File: src/rtl/ltc2308_ctrl.sv
// ltc2308_ctrl - LTC2308 SAR ADC frame master: CONVST/SCK/SDI generation and SDO deserialisation.
// One accepted command = one frame; the returned result is tagged with the config sent in the previous frame.
module ltc2308_ctrl #(
  parameter int          CONVST_HI_CYC = 1,
  parameter int          CONV_WAIT_CYC = 82,
  parameter int          SCK_HALF_CYC  = 1,
  parameter int          CYCLE_CYC     = 100,
  parameter logic [5:0]  RESET_CFG     = 6'b100000
) (
  input  logic        clk,
  input  logic        reset,
  input  logic        cmd_valid,
  output logic        cmd_ready,
  input  logic [5:0]  cmd_cfg,
  output logic        res_valid,
  output logic [11:0] res_data,
  output logic [5:0]  res_cfg,
  output logic        res_first,
  output logic        adc_convst,
  output logic        adc_sck,
  output logic        adc_sdi,
  input  logic        adc_sdo
);

  typedef enum logic [2:0] {S_HOLDOFF, S_IDLE, S_CONVST, S_WAIT, S_SHIFT} state_t;

  localparam int            CW        = 16;
  localparam logic [CW-1:0] CYC_M1    = CW'(CYCLE_CYC - 1);
  localparam logic [CW-1:0] HI_M1     = CW'(CONVST_HI_CYC - 1);
  localparam logic [CW-1:0] WAIT_M1   = CW'(CONV_WAIT_CYC - 1);
  localparam logic [CW-1:0] HALF_M1   = CW'(SCK_HALF_CYC - 1);

  state_t        state_q, state_d;
  logic [CW-1:0] n_q, n_d;       // cycles since last CONVST rise (or since reset), saturating
  logic [CW-1:0] h_q, h_d;       // position inside the current SCK half-period
  logic [4:0]    e_q, e_d;       // index of the next SCK edge: even = rise, odd = fall
  logic [11:0]   shreg_q, shreg_d;
  logic [4:0]    sdi_sh_q, sdi_sh_d;
  logic [5:0]    cfg_cur_q, cfg_cur_d;
  logic [5:0]    cfg_prev_q, cfg_prev_d;
  logic          first_q, first_d;
  logic          convst_q, convst_d;
  logic          sck_q, sck_d;
  logic          sdi_q, sdi_d;
  logic          cmd_ready_q, cmd_ready_d;
  logic          res_valid_q, res_valid_d;
  logic [11:0]   res_data_q, res_data_d;
  logic [5:0]    res_cfg_q, res_cfg_d;
  logic          res_first_q, res_first_d;

  always_comb begin
    state_d     = state_q;
    n_d         = (n_q == '1) ? n_q : n_q + 1'b1;
    h_d         = h_q;
    e_d         = e_q;
    shreg_d     = shreg_q;
    sdi_sh_d    = sdi_sh_q;
    cfg_cur_d   = cfg_cur_q;
    cfg_prev_d  = cfg_prev_q;
    first_d     = first_q;
    convst_d    = convst_q;
    sck_d       = sck_q;
    sdi_d       = sdi_q;
    res_valid_d = 1'b0;
    res_data_d  = res_data_q;
    res_cfg_d   = res_cfg_q;
    res_first_d = res_first_q;

    case (state_q)
      S_HOLDOFF: begin
        if (n_q == CYC_M1) state_d = S_IDLE;
      end
      S_IDLE: begin
        if (cmd_valid && cmd_ready_q) begin
          cfg_cur_d = cmd_cfg;
          sdi_sh_d  = cmd_cfg[4:0];
          sdi_d     = cmd_cfg[5];
          convst_d  = 1'b1;
          n_d       = '0;
          state_d   = S_CONVST;
        end
      end
      S_CONVST: begin
        if (n_q == HI_M1) begin
          convst_d = 1'b0;
          state_d  = S_WAIT;
        end
      end
      S_WAIT: begin
        if (n_q == WAIT_M1) begin
          sck_d   = 1'b1;
          shreg_d = {shreg_q[10:0], adc_sdo};
          h_d     = '0;
          e_d     = 5'd1;
          state_d = S_SHIFT;
        end
      end
      S_SHIFT: begin
        if (h_q == HALF_M1) begin
          h_d = '0;
          e_d = e_q + 5'd1;
          if (!e_q[0]) begin
            sck_d   = 1'b1;
            shreg_d = {shreg_q[10:0], adc_sdo};
          end else begin
            // Shifting zeros in behind the config leaves SDI low after pulse 5.
            sck_d    = 1'b0;
            sdi_d    = sdi_sh_q[4];
            sdi_sh_d = {sdi_sh_q[3:0], 1'b0};
            if (e_q == 5'd23) begin
              res_valid_d = 1'b1;
              res_data_d  = shreg_q;
              res_cfg_d   = cfg_prev_q;
              res_first_d = first_q;
              cfg_prev_d  = cfg_cur_q;
              first_d     = 1'b0;
              state_d     = S_IDLE;
            end
          end
        end else begin
          h_d = h_q + 1'b1;
        end
      end
      default: state_d = S_HOLDOFF;
    endcase

    cmd_ready_d = (state_d == S_IDLE) && (n_d >= CYC_M1);
  end

  always_ff @(posedge clk) begin
    if (reset) begin
      state_q     <= S_HOLDOFF;
      n_q         <= '0;
      h_q         <= '0;
      e_q         <= '0;
      shreg_q     <= '0;
      sdi_sh_q    <= '0;
      cfg_cur_q   <= RESET_CFG;
      cfg_prev_q  <= RESET_CFG;
      first_q     <= 1'b1;
      convst_q    <= 1'b0;
      sck_q       <= 1'b0;
      sdi_q       <= 1'b0;
      cmd_ready_q <= 1'b0;
      res_valid_q <= 1'b0;
      res_data_q  <= '0;
      res_cfg_q   <= RESET_CFG;
      res_first_q <= 1'b1;
    end else begin
      state_q     <= state_d;
      n_q         <= n_d;
      h_q         <= h_d;
      e_q         <= e_d;
      shreg_q     <= shreg_d;
      sdi_sh_q    <= sdi_sh_d;
      cfg_cur_q   <= cfg_cur_d;
      cfg_prev_q  <= cfg_prev_d;
      first_q     <= first_d;
      convst_q    <= convst_d;
      sck_q       <= sck_d;
      sdi_q       <= sdi_d;
      cmd_ready_q <= cmd_ready_d;
      res_valid_q <= res_valid_d;
      res_data_q  <= res_data_d;
      res_cfg_q   <= res_cfg_d;
      res_first_q <= res_first_d;
    end
  end

  assign cmd_ready  = cmd_ready_q;
  assign res_valid  = res_valid_q;
  assign res_data   = res_data_q;
  assign res_cfg    = res_cfg_q;
  assign res_first  = res_first_q;
  assign adc_convst = convst_q;
  assign adc_sck    = sck_q;
  assign adc_sdi    = sdi_q;

endmodule

File: config.mk
export PLATFORM = sky130hd
export DESIGN_NAME = ltc2308_ctrl
export DESIGN_NICKNAME = d
export VERILOG_FILES = /design/src/rtl/ltc2308_ctrl.sv
export SDC_FILE = /design/constraint.sdc
export NUM_CORES = 1
export LEC_CHECK = 0
export BUFFER_PORTS_ARGS = -buffer_cell sky130_fd_sc_hd__buf_2
export CAP_MARGIN = 10
export CORE_MARGIN = 8
export CORE_UTILIZATION = 38
export CTS_CLUSTER_SIZE = 30
export DETAILED_ROUTE_END_ITERATION = 10
export GPL_ROUTABILITY_DRIVEN = 0
export PLACE_DENSITY = 0.56
export SLEW_MARGIN = 25
export SYNTH_ARGS = -nofsm -noshare
export SYNTH_HDL_FRONTEND = slang
export SYNTH_SLANG_ARGS = --single-unit
File: constraint.sdc
create_clock -name clk -period 2.8 [get_ports clk]
set_clock_uncertainty 0.05 [all_clocks]
set_input_delay 0.14 -clock clk [delete_from_list [all_inputs] [get_ports clk]]
set_output_delay 0.14 -clock clk [all_outputs]
set_load 0.02 [all_outputs]
Word level (Yosys, flattened, before mapping)
Cells that the tools add are included.

word-level totals
  output and inout port bits = 24
  word-level logic and storage cells = 92
  input port bits = 10
  flip-flop bits (word level) = 94

operators by class
  multiplexer cells = 37
  add/subtract/negate cells = 3
  eq/ne operators = 15
  magnitude comparators = 1
  bitwise gates (word level) = 3
  reduce and logical (&&, ||, !) cells = 16

operators with widths
  kind                                                                                   number
  16-bit 2-to-1 mux                                                                      5
  12-bit 2-to-1 mux                                                                      3
  16-bit by 1-bit adder with 16-bit output (second input constant)                       2
  16-bit by 7-bit == test with 1-bit output (second input constant)                      2
  16-bit logical NOT                                                                     2
  16-bit case mux with 2 select lines                                                    1
  5-bit 2-to-1 mux                                                                       5
  12-bit case mux with 2 select lines                                                    1
  3-bit 2-to-1 mux                                                                       7
  5-bit case mux with 2 select lines                                                     2
  16-bit == test (second input constant)                                                 1
  16-bit by 7-bit greater-or-equal comparator with 1-bit output (second input constant)  1
  3-bit case mux with 5 select lines                                                     1
  2-bit != test (second input constant)                                                  6
  4-bit AND reduction                                                                    3
  1-bit 2-to-1 mux                                                                       9
  3-bit by 1-bit == test with 1-bit output (second input constant)                       2
  3-bit by 2-bit == test with 1-bit output (second input constant)                       2
  1-bit case mux with 2 select lines                                                     3
  3-bit AND reduction                                                                    2
  2-bit nonzero test                                                                     3
  5-bit by 1-bit adder with 5-bit output (second input constant)                         1
  5-bit == test (second input constant)                                                  1
  2-bit AND reduction                                                                    2
  5 further kinds                                                                        8

Depth between registers and ports, before layout
  word-level depth = 7
  depth in mapped cells = 10
  gate-level depth less buffers = 8

Least setup slack after synthesis
OpenSTA, ideal clock, no wires.

  kind = reg-to-reg
  from = register n_q[0]
  to = register cmd_ready_q, in the netlist cmd_ready
  path buffers = 1
  stages on the path, launching flop included = 9
  clock period less this slack = 2324 ps
  library setup time = 137 ps
  slack = 476 ps
  required time = 2613 ps
  arrival time = 2136 ps
  path through = dfxtp_1 > ha_1 > nand4_1 > or4_4 > buf_6 > and2_4 > nand4_1 > mux2i_1 > a41oi_2

between the ends
  cells in the longest elaborated chain, start to end = 6
  elaborated cells on any way between the ends = 15
  classes of those cells = add/sub (1); order compare (1); eq/ne (4); mux (7); reduce/logical (2)

ends and longest elaborated chain
  element                                                                            RTL line  RTL
  from (decl)                                                                        34        logic [CW-1:0] n_q, n_d;
  from (signal assigned)                                                             151       n_q <= n_d;
  16-bit by 1-bit adder with 16-bit output / 16-bit == test (equally long branches)  53        n_d = (n_q == '1) ? n_q : n_q + 1'b1;
  16-bit 2-to-1 mux                                                                  53
  16-bit 2-to-1 mux                                                                  74        if (cmd_valid && cmd_ready_q) begin
  16-bit 2-to-1 mux                                                                  69        case (state_q)
  16-bit by 7-bit greater-or-equal comparator with 1-bit output                      127       cmd_ready_d = (state_d == S_IDLE) && (n_d >= CYC_M1);
  1-bit logical AND *                                                                127
  to (signal assigned)                                                               162       cmd_ready_q <= cmd_ready_d;
  to (decl)                                                                          45        logic cmd_ready_q, cmd_ready_d;

Every way passes the cells marked *; elsewhere a longest branch is shown, timed or not.
A chain may end at the register's enable or synchronous reset.

Worst setup path in the final report
  from = register n_q[1]
  to = register cmd_ready_q, in the netlist cmd_ready

The elaborated chain is that of the path after synthesis.

==> impl_metrics.json <==
{
  "yosys_warn_count": 0,
  "critical_path.startpoint_type": "flip-flop",
  "rr_startpoint": "n_q[1]",
  "final_area_sq_mm": 0.00479,
  "hold_fails_final_rpt": 0,
  "vias_in_the_first_global_route": 3256,
  "leakage_nw": 1.70,
  "gr-usage-all-layers_pct": 13.2,
  "p_switching_mw": 0.541,
  "hp-class": "in2reg",
  "final.period_utilization_pct": 87.2,
  "critPathArrivalTime_ns": 2.63,
  "floorplan.die.width_um": 121,
  "ant_nets": 0,
  "start_point_of_the_worst_min_delay_path": "reset",
  "crit_required_ns": 2.99,
  "worst_r2r_endpoint": "cmd_ready",
  "placedInstanceArea_sq_mm": 0.00452,
  "period_minus_slack_ns": 2.44,
  "timing.reg2reg.worst_path_depth": 7,
  "cts-root-to-sink-buffers": 2,
  "gr-total-overflow": 0,
  "route.detailed.wl_per_inst_um": 13.9,
  "combinational_cell_fraction_of_total_power_pct": 2.8,
  "crit_fanout": 10,
  "clock_power_share_pct": 40.2,
  "post_cts.repair.setup_buffers": 0,
  "min_path_cells": 2,
  "hold_end": "h_q[12]",
  "cts_max_level": 3,
  "powerDensity_mw_per_mm2": 487,
  "share_seq_of_total_power_pct": 56.9,
  "cts.sinks": 93,
  "nFillCells": 1076,
  "totalPowerFinal_mw": 2.34,
  "std_cell_rows": 38,
  "finish.utilization_pct": 44.2,
  "post_cts_hold_buffer_count": 7,
  "clkLatencyLatePin_ns": 0.36,
  "design.die.area_sq_mm": 0.0147,
  "worstMarginPinSlew_ns": 0.579,
  "port_buffers": 33,
  "synth_nets": 532,
  "number_of_synthesized_flops_with_an_enable_pin": 0,
  "share_of_synthesized_flip_flops_with_an_asynchronous_set_or_reset_pct": 0,
  "drive_above_1_share_pct": 13.5,
  "post-dp-hpwl_mm": 6.45,
  "synth_cells": 516,
  "yosys_register_bits": 93,
  "layout.nets": 567,
  "pin_count_of_the_biggest_net_entering_global_routing": 54,
  "dr_total_vias": 3631,
  "setup-violations-final": 0,
  "routed_wl_mm": 9.64,
  "cell_internal_pwr_mw": 1.79,
  "avgSynthCellArea_sq_um": 8.15,
  "antenna_violations_before_repair": 0,
  "cts.reportedPaths.clkPinSlew_ns": 0.10,
  "synthesized_cell_area_sq_mm": 0.00421,
  "dominantRegCellSynth": "sky130_fd_sc_hd__dfxtp_1",
  "run_status": "finished, final reports clean",
  "max-vdd-ir-drop_uv": 201,
  "drt_drc_violations_left": 0,
  "antenna-diode-count": 0,
  "detailedRoute.firstIterationViolations": 235,
  "swShare_pct": 23.2,
  "cts_root_buf": "sky130_fd_sc_hd__clkbuf_8",
  "critPathKind": "reg2reg",
  "numCtsBuffers": 9,
  "max_clock_freq_mhz": 410,
  "floorplan.initialDensity_pct": 38.8,
  "drt_pass1_iterations": 5,
  "vert_die_dim_um": 121,
  "yosysUniqueCellTypes": 53,
  "slew_viol_final": 0,
  "setup_repair_after_global_routing_missed_its_margin": "no",
  "crit_path_end_kind": "flip-flop",
  "timing.slew.headroom_pct": 60.4,
  "fin_tns_setup_ns": 0,
  "timing.max_cap.violations": 0,
  "area_growth_pct": 14.0,
  "tritoncts": "yes",
  "top_level_ports": 34,
  "cts.repair.resized": 0,
  "fp.coreArea_sq_mm": 0.0108,
  "post_synthesis_sequential_area_ratio_pct": 44.3,
  "global_route_wire_length_before_repair_mm": 16.1,
  "routed_via_density": 5.22,
  "reg2reg_setup_slack_ns": 0.36
}
layout by cell type, fill, tap and decap left out, types with 9 or more instances in the layout:
master / instances
sky130_fd_sc_hd__dfxtp_1: 93
sky130_fd_sc_hd__nand2_1: 89
sky130_fd_sc_hd__nor2_1: 63
sky130_fd_sc_hd__a21oi_1: 51
sky130_fd_sc_hd__buf_2: 33
sky130_fd_sc_hd__mux2i_1: 20
sky130_fd_sc_hd__nor3_1: 19
sky130_fd_sc_hd__nand3_1: 16
sky130_fd_sc_hd__o21ai_0: 15
sky130_fd_sc_hd__buf_4: 14
sky130_fd_sc_hd__nand3b_1: 11
sky130_fd_sc_hd__clkbuf_8: 10
sky130_fd_sc_hd__nand4_1: 9
power groups by stage:
stage	sequential [mW]	clock (mW)	combinational, mW
finish	1.33	0.940	0.0659
global route	1.33	1.02	0.0731
CTS	1.33	0.973	0.0662
detailed placement	1.36	0	0.0584
global placement	1.36	0	0.0582
floorplan	1.36	0	0.0382
registers in the layout, indices dropped and copies added (netlist names), 3 cells and up:
register    cells
res_cfg         6
sdi_sh_q        5
n_q            16
cfg_cur_q       6
state_q         3
e_q             5
cfg_prev_q      6
h_q            16
shreg_q        12
res_data       12
cell usage after synthesis, types with 2 or more instances:
cell type / count / area share [%]
sky130_fd_sc_hd__buf_2: 7 / 0.83
sky130_fd_sc_hd__clkbuf_1: 21 / 1.9
sky130_fd_sc_hd__a21o_1: 3 / 0.54
sky130_fd_sc_hd__and2_2: 2 / 0.36
sky130_fd_sc_hd__mux2i_1: 20 / 4.8
sky130_fd_sc_hd__o22ai_1: 3 / 0.45
sky130_fd_sc_hd__nor2_1: 63 / 5.6
sky130_fd_sc_hd__a211oi_1: 4 / 0.71
sky130_fd_sc_hd__or3_1: 2 / 0.30
sky130_fd_sc_hd__inv_1: 8 / 0.71
sky130_fd_sc_hd__nand4_1: 9 / 1.3
sky130_fd_sc_hd__dfxtp_1: 93 / 44
sky130_fd_sc_hd__a21oi_1: 51 / 6.1
sky130_fd_sc_hd__and3_1: 4 / 0.59
sky130_fd_sc_hd__nand2b_1: 3 / 0.45
sky130_fd_sc_hd__xnor2_1: 6 / 1.2
sky130_fd_sc_hd__nor2b_1: 4 / 0.59
sky130_fd_sc_hd__nor3_1: 19 / 2.3
sky130_fd_sc_hd__o21ai_0: 15 / 1.8
sky130_fd_sc_hd__ha_1: 6 / 1.8
sky130_fd_sc_hd__xor2_1: 7 / 1.5
sky130_fd_sc_hd__a22oi_1: 3 / 0.54
sky130_fd_sc_hd__a311oi_1: 3 / 0.62
sky130_fd_sc_hd__and4_1: 6 / 1.2
sky130_fd_sc_hd__nand2_1: 89 / 7.9
sky130_fd_sc_hd__nand3_1: 16 / 1.9
sky130_fd_sc_hd__nand3b_1: 11 / 2.0
sky130_fd_sc_hd__a31oi_1: 6 / 0.89
sky130_fd_sc_hd__nor4_1: 8 / 1.2
logic make-up (layout without fill, tap and decap cells):
kind of cell / Yosys count / count (layout) / share of synthesized area, %
buffers and inverters: 38 / 78 / 3.87
adders and majority gates: 6 / 6 / 1.78
and+or+nand+nor: 249 / 249 / 28.8
xor gates and xnor gates: 13 / 13 / 2.71
AOI/OAI and AO/OA: 97 / 97 / 13.8
DFF: 93 / 93 / 44.3
muxes: 20 / 20 / 4.76
critical path: stages (launching register included):
cell,delay [ns]
sky130_fd_sc_hd__dfxtp_1,0.42
sky130_fd_sc_hd__ha_1,0.30
sky130_fd_sc_hd__nand4_1,0.21
sky130_fd_sc_hd__or4_4,0.61
sky130_fd_sc_hd__and2_4,0.22
sky130_fd_sc_hd__nand4_1,0.15
sky130_fd_sc_hd__mux2i_1,0.23
sky130_fd_sc_hd__a41oi_2,0.12
worst max-delay path by stage:
| stage | start | end | slack (ns) | cells after the start |
|---|---|---|---|---|
| 2_1_floorplan | n_q[0] | cmd_ready | 0.48 | 8 |
| 4_1_cts | n_q[1] | cmd_ready | 0.36 | 7 |
| 3_5_place_dp | n_q[1] | cmd_ready | 0.38 | 7 |
| 3_3_place_gp | n_q[1] | cmd_ready | 0.48 | 7 |
| 5_1_grt | n_q[9] | e_q[2] | 0.15 | 7 |
| 6_report | n_q[1] | cmd_ready | 0.36 | 7 |
layout make-up:
type                       instances  area, sq um  share of cell area (%)
clock buffer                      10          138                    2.87
clock inverter                     6         66.3                    1.38
inverter                           8         30.0                   0.626
multi-input combinational        385         2180                    45.5
sequential                        93         1860                    38.8
tap                              140          175                    3.65
timing repair buffer              54          340                    7.10
per-layer routing:
metal | part of all wire [%] | global-route usage, % | vias to the layer above
li1 | - | - | 1878
met1 | 51 | 18.1 | 1674
met2 | 43 | 19.6 | 66
met3 | 4.8 | 2.98 | 13
met4 | 1.6 | 5.78 | 0
met5 | 0 | 0 | -
per-stage QoR:
stage | hold slack [ns] | cells | worst slack [ns]
6_report | 0.199 | 696 | 0.358
5_1_grt | 0.207 | 696 | 0.150
4_1_cts | 0.179 | 696 | 0.363
3_5_place_dp | 0.340 | 673 | 0.379
3_3_place_gp | 0.337 | 673 | 0.481
2_1_floorplan | 0.214 | 516 | 0.476
Note: power is estimated with default switching activity, not from simulation.
